## src/rtl/branch_predictor_pkg.sv

```systemverilog
// Shared encodings for the fetch-side branch predictor and the execute-side
// branch resolver: PC-select codes, opcode classes, branch funct3 values,
// 2-bit saturating counter states and ALU flag bit positions.
package pc_pkg;

  // Next-PC source selected by the execute stage.
  typedef enum logic [1:0] {
    PC_PLUS4 = 2'b00,
    PC_IMM   = 2'b01,
    PC_JALR  = 2'b10
  } pcsrc_e;

  // OP[6] marks a control-transfer instruction; OP[3:2] splits the class.
  localparam int unsigned OP_CTRL_BIT = 6;
  localparam logic [1:0]  OPC_JALR    = 2'b01;
  localparam logic [1:0]  OPC_JAL     = 2'b11;

  // Conditional-branch funct3 values (010/011 are never taken).
  localparam logic [2:0] F3_BEQ  = 3'b000;
  localparam logic [2:0] F3_BNE  = 3'b001;
  localparam logic [2:0] F3_BLT  = 3'b100;
  localparam logic [2:0] F3_BGE  = 3'b101;
  localparam logic [2:0] F3_BLTU = 3'b110;
  localparam logic [2:0] F3_BGEU = 3'b111;

  // 2-bit saturating direction counter; MSB set means predict taken.
  typedef enum logic [1:0] {
    SNT = 2'b00,
    WNT = 2'b01,
    WT  = 2'b10,
    ST  = 2'b11
  } ctr_e;

  // ONZC flag bit positions.
  localparam int unsigned ONZC_LTU = 3;
  localparam int unsigned ONZC_LT  = 2;
  localparam int unsigned ONZC_Z   = 1;
  localparam int unsigned ONZC_C   = 0;

  function automatic ctr_e ctr_next(input ctr_e c, input logic taken);
    ctr_e n;
    n = c;
    unique case (c)
      SNT: n = taken ? WNT : SNT;
      WNT: n = taken ? WT  : SNT;
      WT:  n = taken ? ST  : WNT;
      ST:  n = taken ? ST  : WT;
      default: n = WNT;
    endcase
    return n;
  endfunction

endpackage

```

## src/rtl/branch_predictor_resolve.sv

```systemverilog
// Combinational branch resolver: decodes OP/Funct3/ONZC of the instruction in
// execute into the actual taken outcome and the PC-select code.
//   OP     in  7  opcode of resolving instruction
//   Funct3 in  3  branch condition
//   ONZC   in  4  ALU flags {ltu, lt, zero, carry}
//   Taken  out 1  control transfer actually taken
//   PCSrc  out 2  00 PC+4, 01 PC+imm, 10 jalr
module branch_resolve
  import pc_pkg::*;
(
  input  logic [6:0] OP,
  input  logic [2:0] Funct3,
  input  logic [3:0] ONZC,
  output logic       Taken,
  output logic [1:0] PCSrc
);

  logic w_unused;
  assign w_unused = ^{OP[5:4], OP[1:0], ONZC[ONZC_C]};

  always_comb begin
    Taken = 1'b0;
    PCSrc = PC_PLUS4;
    if (OP[OP_CTRL_BIT]) begin
      case (OP[3:2])
        OPC_JALR: begin
          Taken = 1'b1;
          PCSrc = PC_JALR;
        end
        OPC_JAL: begin
          Taken = 1'b1;
          PCSrc = PC_IMM;
        end
        default: begin
          case (Funct3)
            F3_BEQ:  Taken =  ONZC[ONZC_Z];
            F3_BNE:  Taken = ~ONZC[ONZC_Z];
            F3_BLT:  Taken =  ONZC[ONZC_LT];
            F3_BGE:  Taken = ~ONZC[ONZC_LT];
            F3_BLTU: Taken =  ONZC[ONZC_LTU];
            F3_BGEU: Taken = ~ONZC[ONZC_LTU];
            default: Taken = 1'b0;
          endcase
          PCSrc = Taken ? PC_IMM : PC_PLUS4;
        end
      endcase
    end
  end

endmodule

```

## src/rtl/branch_predictor.sv

```systemverilog
// Direct-mapped BTB with 2-bit saturating direction counters. Fetch-side
// lookup is combinational; execute-side resolution flags mispredicts, supplies
// the redirect PC and updates the tables on the clock edge. Also keeps
// saturating counts of resolved control instructions and mispredicts.
//   clk, reset            clock, synchronous active-high reset
//   FetchPC               PC being fetched
//   PredTaken/PredTarget  fetch prediction
//   ResValid, ResPC, OP, Funct3, ONZC, ResTarget,
//   ResPredTaken, ResPredTarget     execute-stage resolve inputs
//   PCSrc, Mispredict, RedirectPC   resolve outputs
//   BranchCount, MissCount          performance counters
module branch_predictor
  import pc_pkg::*;
#(
  parameter int unsigned XLEN     = 32,
  parameter int unsigned IDX_BITS = 4,
  parameter int unsigned TAG_BITS = XLEN - IDX_BITS - 2,
  parameter int unsigned CNT_W    = 16
) (
  input  logic             clk,
  input  logic             reset,
  input  logic [XLEN-1:0]  FetchPC,
  output logic             PredTaken,
  output logic [XLEN-1:0]  PredTarget,
  input  logic             ResValid,
  input  logic [XLEN-1:0]  ResPC,
  input  logic [6:0]       OP,
  input  logic [2:0]       Funct3,
  input  logic [3:0]       ONZC,
  input  logic [XLEN-1:0]  ResTarget,
  input  logic             ResPredTaken,
  input  logic [XLEN-1:0]  ResPredTarget,
  output logic [1:0]       PCSrc,
  output logic             Mispredict,
  output logic [XLEN-1:0]  RedirectPC,
  output logic [CNT_W-1:0] BranchCount,
  output logic [CNT_W-1:0] MissCount
);

  localparam int unsigned   ENTRIES = 1 << IDX_BITS;
  localparam logic [XLEN-1:0] PC_STEP = XLEN'(4);

  logic                r_valid  [ENTRIES];
  logic [TAG_BITS-1:0] r_tag    [ENTRIES];
  logic [XLEN-1:0]     r_target [ENTRIES];
  ctr_e                r_ctr    [ENTRIES];
  logic [CNT_W-1:0]    r_branch;
  logic [CNT_W-1:0]    r_miss;

  logic [IDX_BITS-1:0] w_fidx, w_ridx;
  logic [TAG_BITS-1:0] w_ftag, w_rtag;
  logic                w_fhit, w_rhit;
  logic                w_dec_taken, w_taken, w_ctrl;
  logic                w_unused;

  assign w_unused = ^{FetchPC[1:0], ResPC[1:0]};

  assign w_fidx = FetchPC[IDX_BITS+1:2];
  assign w_ftag = FetchPC[XLEN-1:IDX_BITS+2];
  assign w_ridx = ResPC[IDX_BITS+1:2];
  assign w_rtag = ResPC[XLEN-1:IDX_BITS+2];

  branch_resolve u_resolve (
    .OP     (OP),
    .Funct3 (Funct3),
    .ONZC   (ONZC),
    .Taken  (w_dec_taken),
    .PCSrc  (PCSrc)
  );

  assign w_ctrl  = ResValid && OP[OP_CTRL_BIT];
  assign w_taken = ResValid && w_dec_taken;

  // Lookup reads the registered table only, so a same-cycle update to the
  // same index is not visible until the next cycle.
  assign w_fhit     = r_valid[w_fidx] && (r_tag[w_fidx] == w_ftag);
  assign PredTaken  = w_fhit && (r_ctr[w_fidx] == WT || r_ctr[w_fidx] == ST);
  assign PredTarget = PredTaken ? r_target[w_fidx] : FetchPC + PC_STEP;

  assign w_rhit     = r_valid[w_ridx] && (r_tag[w_ridx] == w_rtag);
  assign Mispredict = w_ctrl && ((w_taken != ResPredTaken) ||
                                 (w_taken && (ResTarget != ResPredTarget)));
  assign RedirectPC = w_taken ? ResTarget : ResPC + PC_STEP;

  assign BranchCount = r_branch;
  assign MissCount   = r_miss;

  always_ff @(posedge clk) begin
    if (reset) begin
      for (int unsigned i = 0; i < ENTRIES; i++) begin
        r_valid[i]  <= 1'b0;
        r_tag[i]    <= '0;
        r_target[i] <= '0;
        r_ctr[i]    <= WNT;
      end
      r_branch <= '0;
      r_miss   <= '0;
    end else if (w_ctrl) begin
      if (w_rhit) begin
        r_ctr[w_ridx] <= ctr_next(r_ctr[w_ridx], w_taken);
        if (w_taken) r_target[w_ridx] <= ResTarget;
      end else if (w_taken) begin
        r_valid[w_ridx]  <= 1'b1;
        r_tag[w_ridx]    <= w_rtag;
        r_target[w_ridx] <= ResTarget;
        r_ctr[w_ridx]    <= WT;
      end
      if (r_branch != '1) r_branch <= r_branch + CNT_W'(1);
      if (Mispredict && (r_miss != '1)) r_miss <= r_miss + CNT_W'(1);
    end
  end

endmodule

```

## config.mk

```make
export PLATFORM = sky130hd
export DESIGN_NAME = branch_predictor
export DESIGN_NICKNAME = d
export VERILOG_FILES = /design/src/rtl/branch_predictor_pkg.sv /design/src/rtl/branch_predictor_resolve.sv /design/src/rtl/branch_predictor.sv
export SDC_FILE = /design/constraint.sdc
export NUM_CORES = 2
export LEC_CHECK = 0
export BUFFER_PORTS_ARGS = -buffer_cell sky130_fd_sc_hd__buf_2
export CELL_PAD_IN_SITES_DETAIL_PLACEMENT = 1
export CELL_PAD_IN_SITES_GLOBAL_PLACEMENT = 1
export CORE_ASPECT_RATIO = 0.75
export CORE_UTILIZATION = 40
export CTS_CLUSTER_DIAMETER = 40
export DETAILED_ROUTE_END_ITERATION = 16
export GPL_TIMING_DRIVEN = 0
export PLACE_DENSITY = 0.74
export SLEW_MARGIN = 20
export SYNTH_ARGS = -nofsm -noshare
export SYNTH_HDL_FRONTEND = slang
export SYNTH_SLANG_ARGS = --single-unit
```

## constraint.sdc

```tcl
create_clock -name clk -period 6.8 [get_ports clk]
set_input_delay 1.02 -clock clk [delete_from_list [all_inputs] [get_ports clk]]
set_output_delay 1.02 -clock clk [all_outputs]
set_load 0.02 [all_outputs]
```

==> flow_metrics.tcl <==
set metrics [dict create \
    grt_max_degree 27 \
    cp.required_ns 7.45 \
    maxSlewViolCount 0 \
    cts_tree "built" \
    r2r_slack_ns 1.67 \
    synth_cells 3701 \
    overflow 0 \
    fmax_ghz 0.1399 \
    clk-insertion-delay-late_ns 0.81 \
    synth_area_um2 52280 \
    routed-via-count 40225 \
    synth_edf_count 960 \
    drv_cap 0 \
    status "complete, but fails checks" \
    finalSetupViolations 376 \
    p_sw_mw 4.603 \
    layout.nets 4257 \
    wire_per_inst_um 38.87 \
    path_class "input pin to register" \
    yosys.area.top_type "edfxtp_1" \
    leakagePower_nw 22.83 \
    htree_levels 4 \
    p_clk_share_pct 44.9 \
    firstDrtPassIters 6 \
    finClkSkew_ns 0.04069 \
    final_area_um2 61660 \
    swShare_pct 27.14 \
    fin_ws_ns -0.3465 \
    first_global_vias 39235 \
    seqCellArea_um2 29790 \
    cts_buffer_depth 3 \
    cts_sinks 1008 \
    finalHoldViolCount 0 \
    place_area_um2 56730 \
    timing.rr.end "r_tag[1][11]" \
    drcViolationCount 0 \
    netlist_top_cells_area "edfxtp_1 (55%), mux4_2 (16%), and2_1 (5.4%)" \
    gp_congestion 1.017 \
    cts.clk_slew.worst_paths_ns 0.06 \
    cp-end-kind "register" \
    path_max_fanout 10 \
    seqPwrFrac_pct 42.8 \
    power_density_nw_per_um2 275.0 \
    multi_input_area_um2 21100 \
    areaGrowthSynthToFinish_pct 17.94 \
    placementRows 114 \
    whs_endpoint "r_valid[14]" \
    cp-start-kind "input pin" \
    io_pins 246 \
    synth_warnings 0 \
    synth_most_common_cell "edfxtp_1" \
    reg2reg_from "r_tag[7][2]" \
    cts_made_buffers 137 \
    yosys-top-cells-count "edfxtp_1 (960), and2_1 (454), and3_1 (430), mux4_2 (367), clkbuf_1 (295)" \
    die_area_um2 132200 \
    rr_worst_depth 11 \
    yosys.area.top_type_share_pct 55.14 \
    worst_ir_drop_vdd_mv 0.2963 \
    grt_util_all_layers_pct 34.79 \
    tns_ns -60.09 \
    min_path_cells 1 \
    synth_flop_cell "edfxtp_1" \
    async_flop_share_pct 0 \
    ctsHoldBuffers 0 \
    syn_area_per_cell_um2 14.13 \
    initial_core_util_pct 40.46 \
    holdWs_ns 0.4816 \
    p_comb_share_pct 12.3 \
    synth_nets 3854 \
    critical_path_arrival_ns 7.80 \
    drive_gt1_share_pct 25.33 \
    cts_root_buf "clkbuf_16" \
    io_buffers 232 \
    viasPerCell 6.742 \
    drt-initial-drc-count 7055 \
    fin_crit_sh_pct 105.1 \
    hpwl_um 164900 \
    min_path_type "register to register" \
    grt_first_pass_wirelength_um 315200 \
    core_um2 129200 \
    p_int_mw 12.35 \
    tightest_slew_ns 1.296 \
    ys_seq_area_share_pct 56.98 \
    antenna_left 0 \
    fillCellCount 12945 \
    antenna_found_initial 28 \
    min_from "r_valid[14]" \
    violations "negative setup slack" \
    die_h_um 315.1 \
    ys_types 65 \
    yosys_register_bits 1008 \
    die_x_um 419.5 \
    slew_headroom_pct 12.90 \
    period_minus_slack_ns 7.147 \
    totalWireLength_um 231900 \
]
what timing repair did:
action	4_1_cts	5_1_grt
buffers inserted	2	0
setup endpoints to repair	43	96
resized for setup	44	29
pin swaps	2	0
critical path, stage by stage:
cell and delay [ns]:
buf_2 0.22, buf_2 0.51, buf_2 0.55, clkbuf_1 0.89, clkbuf_1 0.73, o21ai_0 0.27, xnor2_1 0.21, nor2_1 0.09
a41oi_1 0.85, nor4_4 0.24, nor3_1 1.09, clkbuf_1 0.81, and2_1 0.25
power by group through the flow:
stage | combinational (mW) | sequential [mW] | clock, mW
2_1_floorplan | 1.04 | 7.30 | 0
3_3_place_gp | 1.87 | 7.36 | 0
3_5_place_dp | 1.97 | 7.36 | 0
4_1_cts | 1.99 | 7.24 | 7.56
5_1_grt | 2.10 | 7.27 | 7.78
6_report | 2.09 | 7.25 | 7.61
registers in the layout, indices dropped and copies added (netlist names):
register	count
r_ctr	32
MissCount	16
r_target	512
r_valid	16
BranchCount	16
r_tag	416
metrics by stage:
stage / instances / worst slack, ns / util (%) / total power, mW
after floorplan: 3701 / 1.311 / - / 8.348
after CTS: 5952 / 0.006587 / 47.61 / 16.79
after global routing: 5955 / -0.02234 / 47.69 / 17.15
after global placement: 5673 / -2.863 / 43.04 / 9.228
after detailed placement: 5706 / -1.507 / 43.90 / 9.334
final: 5966 / -0.3465 / 47.72 / 16.96
final cells by class:
| type | count | area share (%) |
|---|---|---|
| Multi-Input combinational cell | 2284 | 34.22 |
| Clock inverter | 91 | 1.735 |
| Timing Repair Buffer | 269 | 3.348 |
| Tap cell | 1740 | 3.531 |
| Buffer | 379 | 2.794 |
| Inverter | 25 | 0.1522 |
| Antenna cell | 13 | 0.05276 |
| Clock buffer | 157 | 5.854 |
| Sequential cell | 1008 | 48.31 |
cell families after synthesis:
logic type / after synthesis / share of synthesized area (%)
mux: 497 / 18.40
compound gates: 239 / 3.006
fa+ha+maj: 7 / 0.1675
xor+xnor: 171 / 2.865
buf+inv: 409 / 3.257
flops: 1008 / 56.98
simple gates: 1370 / 15.33
layout by cell type (no fill, tap or decap), types with 55 or more instances in the layout:
cell       synthesis  layout
and2_1           454     454
nor4_1            71      69
edfxtp_1         960     960
mux4_2           367     367
clkbuf_16          0     142
clkbuf_1         295     286
nand2_1          119     119
buf_2             47     268
nor2_1            88      86
o21ai_0           75      55
nand3_1           64      64
xor2_1            64      64
and3_1           430     430
xnor2_1          107     105
mux2i_1           88      85
layer usage:
metal | vias up | track usage [%] | share of wire [%]
met5 | - | 0.07212 | 0.052
met4 | 20 | 16.82 | 5.6
met3 | 678 | 14.10 | 16
met2 | 3707 | 47.44 | 41
met1 | 20751 | 47.83 | 38
li1 | 15069 | - | -
how the worst max path moves through the flow:
stage                     slack [ns]       start  cells past startpoint               end
after floorplan                 1.31    ResPC[5]                      9       r_ctr[0][0]
after global placement         -2.86    ResPC[5]                      7  r_target[10][21]
after detailed placement       -1.51  FetchPC[3]                     14    PredTarget[28]
after CTS                      0.007    ResPC[4]                     14    RedirectPC[25]
after global routing           -0.02  FetchPC[2]                     14     PredTarget[2]
final                          -0.35    ResPC[3]                     13     r_tag[11][17]
Note: power is estimated with default switching activity, not from simulation.
